===== src/rtl/asps_gate_arbiter.sv =====
// Parking-garage barrier arbiter: latches entry/exit requests, serves one direction
// at a time through a single gate, tracks occupancy and enforces pass timeout and guard time.
module asps_gate_arbiter #(
    parameter int CAPACITY      = 3,
    parameter int TIMEOUT_TICKS = 20,
    parameter int GUARD_TICKS   = 4
) (
    input  logic       clk,
    input  logic       reset_n,
    input  logic       tick,
    input  logic       entry_req,
    input  logic       exit_req,
    input  logic       gate_pass,
    output logic       gate_open,
    output logic       grant_entry,
    output logic       grant_exit,
    output logic [1:0] occupancy,
    output logic       full,
    output logic       empty,
    output logic       entry_done,
    output logic       exit_done,
    output logic       timeout_err,
    output logic       exit_refused
);

    localparam int MAX_T = (TIMEOUT_TICKS > GUARD_TICKS) ? TIMEOUT_TICKS : GUARD_TICKS;
    localparam int CNT_W = $clog2(MAX_T + 1);
    localparam logic [1:0]       CAP      = 2'(CAPACITY);
    localparam logic [CNT_W-1:0] TMO_LAST = CNT_W'(TIMEOUT_TICKS - 1);
    localparam logic [CNT_W-1:0] GRD_LAST = CNT_W'(GUARD_TICKS - 1);

    typedef enum logic [1:0] {IDLE, OPEN_ENTRY, OPEN_EXIT, GUARD} state_t;

    state_t           state;
    logic [CNT_W-1:0] cnt;
    logic             entry_q, exit_q;
    logic             entry_pend, exit_pend;
    logic             last_grant;   // 0 = entry, 1 = exit

    logic entry_rise, exit_rise, exit_refuse;
    logic entry_ok, exit_ok, pick_entry, pick_exit;

    function automatic logic [1:0] occ_inc(input logic [1:0] o);
        return (o >= CAP) ? CAP : o + 2'd1;
    endfunction

    function automatic logic [1:0] occ_dec(input logic [1:0] o);
        return (o == 2'd0) ? 2'd0 : o - 2'd1;
    endfunction

    assign full  = (occupancy == CAP);
    assign empty = (occupancy == 2'd0);

    assign entry_rise  = entry_req & ~entry_q;
    assign exit_rise   = exit_req & ~exit_q;
    // Exit requests with nobody inside are rejected outright rather than queued
    assign exit_refuse = exit_rise & empty & (state != OPEN_EXIT);

    assign entry_ok   = entry_pend & ~full;
    assign exit_ok    = exit_pend & ~empty;
    assign pick_exit  = (state == IDLE) & exit_ok & (~entry_ok | ~last_grant);
    assign pick_entry = (state == IDLE) & entry_ok & ~pick_exit;

    always_ff @(posedge clk or negedge reset_n) begin
        if (!reset_n) begin
            state        <= IDLE;
            cnt          <= '0;
            entry_q      <= 1'b0;
            exit_q       <= 1'b0;
            entry_pend   <= 1'b0;
            exit_pend    <= 1'b0;
            last_grant   <= 1'b0;
            occupancy    <= 2'd0;
            gate_open    <= 1'b0;
            grant_entry  <= 1'b0;
            grant_exit   <= 1'b0;
            entry_done   <= 1'b0;
            exit_done    <= 1'b0;
            timeout_err  <= 1'b0;
            exit_refused <= 1'b0;
        end else begin
            entry_q      <= entry_req;
            exit_q       <= exit_req;
            entry_done   <= 1'b0;
            exit_done    <= 1'b0;
            timeout_err  <= 1'b0;
            exit_refused <= exit_refuse;
            entry_pend   <= (entry_pend & ~pick_entry) | entry_rise;
            exit_pend    <= (exit_pend & ~pick_exit) | (exit_rise & ~exit_refuse);

            case (state)
                IDLE: begin
                    if (pick_exit) begin
                        state      <= OPEN_EXIT;
                        gate_open  <= 1'b1;
                        grant_exit <= 1'b1;
                        last_grant <= 1'b1;
                        cnt        <= '0;
                    end else if (pick_entry) begin
                        state       <= OPEN_ENTRY;
                        gate_open   <= 1'b1;
                        grant_entry <= 1'b1;
                        last_grant  <= 1'b0;
                        cnt         <= '0;
                    end
                end
                OPEN_ENTRY, OPEN_EXIT: begin
                    // A pass in the same clk as the final tick takes priority over timeout
                    if (gate_pass || (tick && cnt == TMO_LAST)) begin
                        if (gate_pass) begin
                            if (state == OPEN_ENTRY) begin
                                occupancy  <= occ_inc(occupancy);
                                entry_done <= 1'b1;
                            end else begin
                                occupancy <= occ_dec(occupancy);
                                exit_done <= 1'b1;
                            end
                        end else begin
                            timeout_err <= 1'b1;
                        end
                        state       <= GUARD;
                        gate_open   <= 1'b0;
                        grant_entry <= 1'b0;
                        grant_exit  <= 1'b0;
                        cnt         <= '0;
                    end else if (tick) begin
                        cnt <= cnt + CNT_W'(1);
                    end
                end
                GUARD: begin
                    if (tick) begin
                        if (cnt == GRD_LAST) begin
                            state <= IDLE;
                            cnt   <= '0;
                        end else begin
                            cnt <= cnt + CNT_W'(1);
                        end
                    end
                end
                default: state <= IDLE;
            endcase
        end
    end

endmodule

===== config.mk =====
export PLATFORM = sky130hd
export DESIGN_NAME = asps_gate_arbiter
export DESIGN_NICKNAME = d
export VERILOG_FILES = /design/src/rtl/asps_gate_arbiter.sv
export SDC_FILE = /design/constraint.sdc
export NUM_CORES = 1
export LEC_CHECK = 0
export ABC_AREA = 1
export BUFFER_PORTS_ARGS = -buffer_cell sky130_fd_sc_hd__clkbuf_2
export CAP_MARGIN = 20
export CELL_PAD_IN_SITES_DETAIL_PLACEMENT = 0
export CELL_PAD_IN_SITES_GLOBAL_PLACEMENT = 1
export CORE_MARGIN = 2
export CORE_UTILIZATION = 40
export DETAILED_ROUTE_END_ITERATION = 8
export HOLD_SLACK_MARGIN = 0.12
export PLACE_DENSITY_LB_ADDON = 0.08
export SLEW_MARGIN = 15
export SYNTH_ARGS = -nofsm -noshare
export SYNTH_HDL_FRONTEND = slang
export SYNTH_SLANG_ARGS = --single-unit

===== constraint.sdc =====
create_clock -name clk -period 2.1 [get_ports clk]
set_input_delay 0.315 -clock clk [delete_from_list [all_inputs] [get_ports clk]]
set_output_delay 0.315 -clock clk [all_outputs]
set_load 0.02 [all_outputs]

==> results by group <==
Synth
  • Distinct cell type count of the synthesized netlist: 17
  • Most frequently used flop master after synthesis: dfrtp_1
  • Ranking of synthesized cells by area: dfrtp_1 47%, nand2_1 16%, inv_1 7.3%, ha_1 6.7%, nand3_1 4.4%
  • Yosys top cell by area: dfrtp_1
  • Mean area per synthesized cell: 7.89 um2
  • Number of register bits inferred by synthesis: 21
  • Ranking of synthesized cells by instance count: 48 x nand2_1, 22 x inv_1, 21 x dfrtp_1
  • Part of the Yosys area used for sequential elements: 46.6%
  • Mapped Cells: 143
  • Netlist area before placement: 0.00113 mm2
  • Share of flip-flops with an asynchronous set or reset after synthesis: 100%
  • Fraction of post-synthesis cell area in the top cell type by area: 46.6%
  • Number of synthesized flops with an enable pin: 0
  • Post-synth net total: 155
  • Yosys warns: 0
  • Most common cell in the netlist: nand2_1

Placement
  • Count of input and output buffers: 16
  • Placed cell count: 190
  • Final RePlAce weighted congestion: 0.753
  • Placement-stage cell area: 0.00125 mm2
  • DP HPWL: 1730 um
  • Worst slack at placement: 0.468 ns

Die
  • Core Box Area: 0.00271 mm2
  • Number of cell rows: 19
  • I/O pins: 17
  • Initial standard-cell utilization of the core: 41.6%
  • Die extent in x: 57.1 um
  • Floorplan die area: 0.00326 mm2
  • Height of the die: 57.1 um

Setup path
  • Data required time of the critical path: 2.30 ns
  • Endpoint type of the worst setup path: register
  • Maximum fanout count along the critical path: 6
  • Data arrival, critical path: 1.84 ns
  • Critical setup path kind: register to register
  • Number of cells traversed by the worst register-to-register path: 8
  • Critical path startpoint category: register

Power and ir drop
  • P per Cell Area: 1420 mW/mm2
  • Leakage Power: 0.763 nW
  • Total design power: 0.00185 W
  • IR Drop Worst-Case VDD: 0.000669 V

Detailed routing
  • Final routed wire length divided by cell count: 11.1 um
  • Antenna Nets Post-Route: 0
  • Count of routing violations after the opening detailed-route iteration: 28
  • Number of optimization iterations in the first detailed-route pass: 4
  • Residual DRC count: 0
  • Average vias per placed instance: 4.77
  • Detailed-route wire length: 2190 um
  • Vias after detailed routing: 939

Clock network
  • Total CTS buffers: 3
  • Clock tree buffer depth: 2
  • Skew-Pair Late Insertion Delay: 0.30 ns
  • CTS tree: done
  • Post-CTS setup-driven buffer insertion count: 0
  • CTS Hold Buffers Added: 3
  • Number of gates resized after CTS: 0
  • Deepest level of the CTS H-tree: 1
  • Clock net sink count: 21
  • Clock root buffer: clkbuf_4
  • Post-CTS clock slew at the launch and capture registers of the worst setup and hold paths: 0.11 ns

Global route
  • Initial antenna violation count: 0
  • First-pass GRT wire length: 3960 um
  • Total global routing track utilization: 15.6%
  • Grt total ovfl: 0
  • Number of global-route vias before repair: 942
  • Maximum number of pins on one net before global-route repair: 22

Hold path
  • Worst hold path class: input port to register
  • Cell depth of the worst hold path: 2

STA
  • Timing-limited maximum frequency: 610 MHz
  • Sum Neg Setup Slack: 0 ns
  • Tightest slew margin relative to the limit: 65.1%
  • Final Cycle Share: 78.0%
  • Final critical path time including I/O delays and setup: 1.64 ns
  • Unrepaired setup endpoints after global routing: false
  • Final WS setup: 0.461 ns
  • Total count of max-transition violations in the final report: 0
  • Clock skew after layout: 0.00134 ns
  • Number of hold violations in the final report: 0
  • Setup-failing EPs final: 0
  • Slew at the pin closest to its max-slew limit: 0.523 ns

Final layout
  • Filler Cells Inserted: 290
  • Non-Filler Instances: 197
  • Proportion of layout cells with a drive suffix above 1: 16.9%
  • Layout overhead on the synthesized area: 15.5%
  • Post-route cell area: 0.00130 mm2
  • Number of nets in the finished design: 179
  • Antenna Cells: 0
  • Registers with the highest flip-flop counts: cnt: 5 flops, occupancy: 2 flops, state: 2 flops
  • Register containing the most flip-flops in the final layout: cnt
  • Flip-flop count of the largest register, all copies and words added: 5

Run status
  • Result of the run: finished, final reports clean

Flow run
  • Maximum Capacitance Violations: 0
-- report_power, final --
part / leakage [nW] / switching (W) / internal [W]
clock: 0.0150 / 0.000122 / 0.0000742
combinational: 0.480 / 0.000690 / 0.000338
sequential: 0.268 / 0.0000938 / 0.000530
-- worst paths after layout --
path	start	end	slack, ns
hold / removal	gate_pass	timeout_err	0.22
setup / recovery	state[0]	state[0]	0.46
min in group asynchronous	reset_n	exit_q	0.51
max in group asynchronous	reset_n	state[1]	1.24
setup reg to reg	state[0]	state[0]	0.46
hold reg to reg	entry_q	entry_pend	0.42
-- worst max-delay path, stage by stage, from the launching register on --
cell and delay, ns:
dfrtp_1 0.41, inv_1 0.09, ha_1 0.34, inv_1 0.16
nor2_1 0.06, nand2_1 0.13, nand2_1 0.11, o21ai_0 0.16
nand2_1 0.07
-- cell type report --
type	count	area [um2]	share of cell area (%)
Timing Repair Buffer	19	110	8.45
Tap cell	31	38.8	2.98
Sequential cell	21	526	40.3
Multi-Input combinational cell	99	517	39.6
Inverter	23	86.3	6.62
Clock buffer	4	26.3	2.02
-- stage by stage --
| step | hold slack, ns | utilization (%) |
|---|---|---|
| 6_report | 0.223 | 48.1 |
| 3_3_place_gp | 0.317 | 46.0 |
| 3_5_place_dp | 0.320 | 46.0 |
| 5_1_grt | 0.216 | 48.1 |
| 2_1_floorplan | 0.0194 | - |
| 4_1_cts | 0.217 | 48.1 |
-- logic make-up after synthesis --
group | Yosys count | synth area share, %
buffers and inverters | 23 | 7.65
DFF | 21 | 46.6
and+or+nand+nor | 81 | 32.5
AOI/OAI and AO/OA | 10 | 5.10
xor gates and xnor gates | 2 | 1.55
adders and majority gates | 6 | 6.65
-- routing by layer --
layer  track usage, %  vias up  part of all wire, %
met5                0        -                    0
met4             6.98        0                  2.1
met3             2.27        5                  3.4
met2             24.3       17                   46
met1             21.6      425                   49
li1                 -      492                    -
-- placed cells by master, fill, tap and decap left out --
cell type / instances
ha_1: 6
nand4_1: 7
nor3_1: 2
inv_1: 22
xor2_1: 2
o21a_1: 2
o21ai_1: 4
dfrtp_1: 21
clkbuf_2: 16
clkbuf_1: 1
dlygate4sd3_1: 3
nor2_1: 6
nand3_1: 10
nor2_4: 2
nand2_2: 4
inv_2: 1
o211ai_1: 1
nor2_2: 2
o21ai_0: 3
clkbuf_4: 3
nand2_1: 48
(Power assumes the default switching activity.)
